<file path="src/rtl/drum_acc_stage.sv">
// drum_acc_stage: accumulates a stream of unsigned DRUM products into a wide
// saturating sum. A finished packet result (sum, term count, overflow flag) is
// presented on a valid/ready output handshake.
module drum_acc_stage #(
   parameter int  N         = 16,
   parameter int  ACC_W     = 40,
   parameter int  MAX_TERMS = 256,
   localparam int CNT_W     = $clog2(MAX_TERMS + 1)
) (
   input  logic               clk,
   input  logic               rst,
   input  logic [2*N-1:0]     prod_data,
   input  logic               prod_valid,
   input  logic               prod_last,
   output logic               prod_ready,
   output logic [ACC_W-1:0]   acc_data,
   output logic [CNT_W-1:0]   acc_count,
   output logic               acc_ovf,
   output logic               acc_valid,
   input  logic               acc_ready
);

   localparam int SUM_W = ACC_W + 1;

   typedef enum logic {
      ACCUM = 1'b0,
      DONE  = 1'b1
   } state_t;

   state_t             state_reg;
   logic [ACC_W-1:0]   acc_data_reg;
   logic [CNT_W-1:0]   acc_count_reg;
   logic               acc_ovf_reg;
   logic               acc_valid_reg;

   logic [SUM_W-1:0]   sum_ext;
   logic [CNT_W-1:0]   count_inc;
   logic               term_limit;
   logic               prod_accept;
   logic               packet_end;

   // One guard bit above the accumulator exposes the carry used for saturation.
   assign sum_ext     = {1'b0, acc_data_reg} + SUM_W'(prod_data);
   assign count_inc   = acc_count_reg + CNT_W'(1);
   assign term_limit  = (count_inc == CNT_W'(MAX_TERMS));

   // Ready is held low during reset so no beat can slip in on the reset edge.
   assign prod_ready  = (state_reg == ACCUM) && !rst;
   assign prod_accept = prod_valid && prod_ready;

   // A packet closes on an explicit last or when the term limit is reached.
   assign packet_end  = prod_last || term_limit;

   // Two-state packet FSM: ACCUM sums accepted beats, DONE holds the result.
   always_ff @(posedge clk) begin
      if (rst) begin
         state_reg     <= ACCUM;
         acc_data_reg  <= '0;
         acc_count_reg <= '0;
         acc_ovf_reg   <= 1'b0;
         acc_valid_reg <= 1'b0;
      end else begin
         case (state_reg)
            ACCUM: begin
               if (prod_accept) begin
                  // Saturation is sticky: once overflowed, stay at all-ones.
                  if (sum_ext[ACC_W] || acc_ovf_reg) begin
                     acc_data_reg <= '1;
                     acc_ovf_reg  <= 1'b1;
                  end else begin
                     acc_data_reg <= sum_ext[ACC_W-1:0];
                  end
                  acc_count_reg <= count_inc;
                  if (packet_end) begin
                     state_reg     <= DONE;
                     acc_valid_reg <= 1'b1;
                  end
               end
            end
            DONE: begin
               // Result retired: clear for the next packet, no bypass of input.
               if (acc_ready) begin
                  state_reg     <= ACCUM;
                  acc_data_reg  <= '0;
                  acc_count_reg <= '0;
                  acc_ovf_reg   <= 1'b0;
                  acc_valid_reg <= 1'b0;
               end
            end
            default: begin
               state_reg     <= ACCUM;
               acc_valid_reg <= 1'b0;
            end
         endcase
      end
   end

   assign acc_data  = acc_data_reg;
   assign acc_count = acc_count_reg;
   assign acc_ovf   = acc_ovf_reg;
   assign acc_valid = acc_valid_reg;

endmodule

</file>
<file path="config.mk">
export PLATFORM = sky130hd
export DESIGN_NAME = drum_acc_stage
export DESIGN_NICKNAME = d
export VERILOG_FILES = /design/src/rtl/drum_acc_stage.sv
export SDC_FILE = /design/constraint.sdc
export NUM_CORES = 1
export LEC_CHECK = 0
export BUFFER_PORTS_ARGS = -buffer_cell sky130_fd_sc_hd__buf_2
export CELL_PAD_IN_SITES_DETAIL_PLACEMENT = 0
export CELL_PAD_IN_SITES_GLOBAL_PLACEMENT = 1
export CORE_ASPECT_RATIO = 0.9
export CORE_MARGIN = 8
export CORE_UTILIZATION = 40
export CTS_CLUSTER_SIZE = 24
export DETAILED_ROUTE_END_ITERATION = 10
export PLACE_DENSITY_LB_ADDON = 0.2
export SYNTH_ARGS = -nofsm -noshare
export SYNTH_HDL_FRONTEND = slang
export SYNTH_SLANG_ARGS = --single-unit
</file>
<file path="constraint.sdc">
create_clock -name clk -period 3.7 [get_ports clk]
set_input_delay 0.74 -clock clk [delete_from_list [all_inputs] [get_ports clk]]
set_output_delay 0.74 -clock clk [all_outputs]
set_load 0.05 [all_outputs]
</file>
## Word level (Yosys, flattened, before mapping)

Cells that the tools add are included.

- Equality and inequality tests: 5
- $add $sub $neg: 2
- Mux-type cells: 18
- Divide/modulo/power cells: 0
- Bitwise gates (word level): 1
- Multiply operators: 0
- Shifts and indexed selects: 0
- Order comparisons: 0
- Reductions and logical operators: 8

Operators with widths:

| kind | number |
|---|---|
| 2-to-1 mux 40 bit | 3 |
| case mux 40 bit (2 select lines) | 1 |
| adder 40 x 32 -> 41 bit | 1 |
| 2-to-1 mux 9 bit | 2 |
| case mux 9 bit (2 select lines) | 1 |
| adder 9 x 1 -> 9 bit (second input constant) | 1 |
| == test 9 bit (second input constant) | 1 |
| 2-to-1 mux 1 bit | 8 |
| != test 2 bit (second input constant) | 3 |
| case mux 1 bit (2 select lines) | 3 |
| AND reduction 3 bit | 2 |
| logical AND 1 bit | 2 |
| logical OR 1 bit | 2 |
| != test 2 x 1 -> 1 bit (second input constant) | 1 |
| AND reduction 2 bit | 1 |
| logical NOT 1 bit | 1 |
| NOT 1 bit | 1 |

- Output and inout bits: 52
- Memories kept: 0
- Bits in read-only memories: 0
- Bits of input ports: 37
- Bits in registers: 52
- RAM bits: 0
- Bits in latches: 0
- Logic and storage cells: 39

## Depth between registers and ports, before layout

- Depth after elaboration: 6
- Mapped depth: 11
- Mapped depth without buffers: 10

## Least setup slack after synthesis

OpenSTA, ideal clock, no wires.

- Path type: input -> register
- Start point: input prod_data[0]
- End point: register acc_data_reg[24] (netlist: acc_data[24])
- Setup time: 0.063 ns
- Buffers on the path: 0
- Data required time: 3.637 ns
- Path slack: 0.681 ns
- Stages: 10
- Arrival: 2.957 ns
- Path through: ha_1 -> fa_1 -> a211oi_1 -> o31ai_2 -> o2111ai_2 -> a21oi_2 -> nand2b_1 -> a221oi_1 -> mux2_2 -> nand3_1

- Word-level cells in the longest chain between the ends: 5

Ends and longest elaborated chain:

| item | line | text |
|---|---|---|
| start, declared | 12 | `input logic [2*N-1:0] prod_data,` |
| adder 40 x 32 -> 41 bit * | 43 | `assign sum_ext = {1'b0, acc_data_reg} + SUM_W'(prod_data);` |
| logical OR 1 bit | 67 | `if (sum_ext[ACC_W] \|\| acc_ovf_reg) begin` |
| 2-to-1 mux 40 bit * | 67 |  |
| 2-to-1 mux 40 bit * | 65 | `if (prod_accept) begin` |
| case mux 40 bit (2 select lines) * | 63 | `case (state_reg)` |
| end signal, assigned | 71 | `acc_data_reg <= sum_ext[ACC_W-1:0];` |
| end, declared | 31 | `logic [ACC_W-1:0] acc_data_reg;` |

Every way passes the cells marked *; elsewhere a longest branch is shown, timed or not. The select of a mux whose other input is x is not followed.
A chain may end at the register's enable or synchronous reset.

## Worst setup path after layout

- Start point: input prod_data[0]
- End point: register acc_data_reg[17] (netlist: acc_data[17])

The elaborated chain is that of the path after synthesis.

==> out/results.md <==
| Item | This run | Unit |
|:---|:---|:---|
| Area fraction in compound gates after synthesis | 29.9 | % |
| Critical Path End Type | flip-flop | - |
| Biggest fanout along the worst timing path | 19 | - |
| Synthesis-to-layout area growth | 19.0 | % |
| Most used flip-flop cell after synthesis | sky130_fd_sc_hd__dfxtp_1 | - |
| Hold Crit Endpoint | acc_data[7] | - |
| Run status | completed | - |
| Detailed-placement wirelength estimate | 9.61 | mm |
| Detailed-router iteration count before antenna repair | 4 | - |
| Pwr dens | 523 | nW/µm² |
| Antenna violation net count after detailed routing | 0 | - |
| Final Skew | 9.80 | ps |
| Total of flip-flops plus latches after synthesis | 52 | - |
| Clock tree from TritonCTS | done | - |
| Core Box Area | 10100 | µm² |
| Fraction of synthesized cell area taken by the top area cell type | 25.4 | % |
| Xor/xnor cell area share of the yosys netlist | 5.98 | % |
| Total number of yosys warnings | 0 | - |
| Number of H-tree levels | 2 | - |
| Total standard cell area after synthesis | 4100 | µm² |
| Slew at the pin closest to its max-slew limit | 1030 | ps |
| Layout cells sized above 1 | 20.4 | % |
| CTS buffer count | 5 | - |
| Highest-count cells in the layout ignoring fill and taps | sky130_fd_sc_hd__nand2_1 (101), sky130_fd_sc_hd__buf_2 (88), sky130_fd_sc_hd__a21oi_1 (58), sky130_fd_sc_hd__o21ai_0 (55), sky130_fd_sc_hd__dfxtp_1 (52) | - |
| FF-to-FF setup slack | 720 | ps |
| Adder-Cell Fraction of Synth Area | 10.6 | % |
| Worst Hold Path Cells | 2 | - |
| Boundary pin count | 89 | - |
| Largest cells by area after synthesis | sky130_fd_sc_hd__dfxtp_1 (25%), sky130_fd_sc_hd__ha_1 (10%), sky130_fd_sc_hd__nand2_1 (9.2%) | - |
| Worst Slack Setup Final | 590 | ps |
| Highest Clock Rate | 322 | MHz |
| Number of flops mapped to enable cells by yosys | 0 | - |
| Endpoint of the lowest-slack register-to-register path | acc_data[17] | - |
| Remaining global-route overflow | 0 | - |
| Startpoint of the tightest hold check path | acc_data[7] | - |
| DRC viols | 0 | - |
| Detailed-route wire length per cell | 16.0 | µm |
| Shortest clock period the worst path allows after layout | 3110 | ps |
| Number of placement rows | 35 | - |
| Worst-case clock buffer depth | 2 | - |
| Maximum number of pins on one net before global-route repair | 44 | - |
| Clock Tree Root | sky130_fd_sc_hd__clkbuf_16 | - |
| Path type of the worst setup path | in -> reg | - |
| CTS clock-pin slew for the worst setup and hold paths | 70 | ps |
| IR drop worst, VDD | 0.313 | mV |
| Cell taking the most area after synthesis | sky130_fd_sc_hd__dfxtp_1 | - |
| Sort of element at the start of the critical path | primary input | - |
| Placer's final routability congestion estimate | 0.854 | - |
| CP Data Arrival Time | 3340 | ps |
| Largest family of logic cells by synthesized area | compound AO/OA/AOI/OAI gates | - |
| Total clock sinks | 52 | - |
| Final design instance area without fill | 4880 | µm² |
| Antenna violations before repair | 0 | - |
| Origin of the critical flop-to-flop path | acc_data[0] | - |
| Syn Nets | 631 | - |
| Vias in the first global route | 4154 | - |
| Proportion of synthesized area in mux cells | 0.549 | % |
| Slew headroom | 31.6 | % |
| Post-route fraction of the period consumed by the critical path | 84.1 | % |
| Number of failing setup endpoints in the final timing report | 0 | - |
| Final #Nets | 713 | - |
| N_diodes | 0 | - |
| Later-pin clock latency in the skew report | 300 | ps |
| CP Data Required Time | 3930 | ps |
| Height of the die | 112 | µm |
| Max capacitance violation total | 0 | - |
| Total leakage power | 2.33 | nW |
| Initial detailed-routing violation count | 247 | - |
| Routed wire length | 12.4 | mm |
| Number of cells traversed by the worst register-to-register path | 10 | - |
| Max Slew Vio Count | 0 | - |
| Global Route Usage Sum | 18.2 | % |
| Die area | 13800 | µm² |
| Post-Place Worst Slack | -96.2 | ps |
| Simple-gate area share of the yosys netlist | 23.7 | % |
| RSZ-0062 raised after global routing | false | - |
| Per-cell via count in the routed design | 5.61 | - |
| Post-synthesis cell count | 560 | - |
| Async set or reset register ratio after synthesis | 0 | % |
| Dpl cell area | 4700 | µm² |
| Number of different library cells in the post-synthesis netlist | 61 | - |
| Starting density of the core | 40.5 | % |
| Wire length of the first global-routing pass | 20.7 | mm |
| Mapped Avg Cell Area | 7.32 | µm² |
| Die Width | 123 | µm |
| Final hold vios | 0 | - |
| Filler Cells Inserted | 1029 | - |
| Commonest non-fill, non-tap cell in the layout | sky130_fd_sc_hd__nand2_1 | - |
| Share of the yosys chip area belonging to registers | 25.4 | % |
| Post-cts hold buffer count | 0 | - |
| Input/output buffers | 88 | - |
| Total number of vias | 4334 | - |
| Number of flip-flops in the largest register | 40 | - |
| Path type of the worst min-delay path | reg -> reg | - |
[per-layer routing]
layer,track usage [%],vias up,part of all wire (%)
li1,-,2193,-
met1,25.6,2024,50
met2,27.5,107,43
met3,3.91,10,5.7
met4,3.98,0,0.95
met5,0,-,0
[how the worst max path moves through the flow]
stage / from / endpoint / cells after the start
global placement: prod_data[0] / acc_data[19] / 11
global route: prod_data[0] / acc_data[26] / 11
floorplan: prod_data[0] / acc_data[24] / 10
detailed placement: prod_data[0] / acc_data[26] / 11
finish: prod_data[0] / acc_data[17] / 11
CTS: prod_data[0] / acc_data[19] / 11
[per-stage QoR]
step           std cells  setup TNS (ps)  power, mW  utilization (%)  hold slack [ps]
6_report             772               0       2.55             48.2              455
4_1_cts              772               0       2.56             48.2              460
3_5_place_dp         764            -769       2.00             46.5              448
2_1_floorplan        560               0       1.67                -              524
5_1_grt              772               0       2.73             48.2              480
3_3_place_gp         764               0       1.99             46.5              441
[cell type report]
class	count	area [µm²]	share of cell area (%)
Multi-Input combinational cell	470	2910	59.7
Sequential cell	52	1040	21.3
Timing Repair Buffer	105	568	11.6
Tap cell	129	161	3.31
Clock buffer	6	129	2.64
Clock inverter	2	38.8	0.795
Inverter	8	30.0	0.616
[critical path, stage by stage]
cell and delay [ps]:
sky130_fd_sc_hd__buf_2 80, sky130_fd_sc_hd__ha_1 200, sky130_fd_sc_hd__fa_1 260, sky130_fd_sc_hd__a211oi_1 110
sky130_fd_sc_hd__o31ai_2 310, sky130_fd_sc_hd__o2111ai_2 180, sky130_fd_sc_hd__a21oi_2 170, sky130_fd_sc_hd__o21ai_1 100
sky130_fd_sc_hd__a21oi_4 540, sky130_fd_sc_hd__nand2_1 440, sky130_fd_sc_hd__o211ai_1 200
[cells in the mapped netlist (5+ instances only)]
library cell	instances
sky130_fd_sc_hd__a211oi_1	6
sky130_fd_sc_hd__a21o_1	18
sky130_fd_sc_hd__a21oi_1	58
sky130_fd_sc_hd__a31oi_1	9
sky130_fd_sc_hd__and3_1	5
sky130_fd_sc_hd__buf_2	5
sky130_fd_sc_hd__clkbuf_1	22
sky130_fd_sc_hd__dfxtp_1	52
sky130_fd_sc_hd__ha_1	33
sky130_fd_sc_hd__inv_1	8
sky130_fd_sc_hd__nand2_1	101
sky130_fd_sc_hd__nand2b_1	5
sky130_fd_sc_hd__nand3_1	23
sky130_fd_sc_hd__nand3b_1	5
sky130_fd_sc_hd__nand4_1	10
sky130_fd_sc_hd__nor2_1	43
sky130_fd_sc_hd__nor3_1	9
sky130_fd_sc_hd__o211ai_1	6
sky130_fd_sc_hd__o21ai_0	55
sky130_fd_sc_hd__or3_1	5
sky130_fd_sc_hd__xnor2_1	12
sky130_fd_sc_hd__xor2_1	16
[where the power goes]
part	internal [mW]	switching (mW)
Combinational	0.436	0.849
Sequential	0.639	0.0734
Clock	0.323	0.234
Total	1.40	1.16
[logic make-up after synthesis]
group | count (synthesis)
buf+inv | 38
mux | 2
xor+xnor | 28
fa+ha+maj | 34
flops | 52
simple gates | 217
compound gates | 189
[timing repair]
item	in CTS	in global routing
hold endpoints to repair	0	0
setup endpoints to repair	0	11
buffers inserted	0	0
resized for setup	0	1
Note: power is estimated with default switching activity, not from simulation.
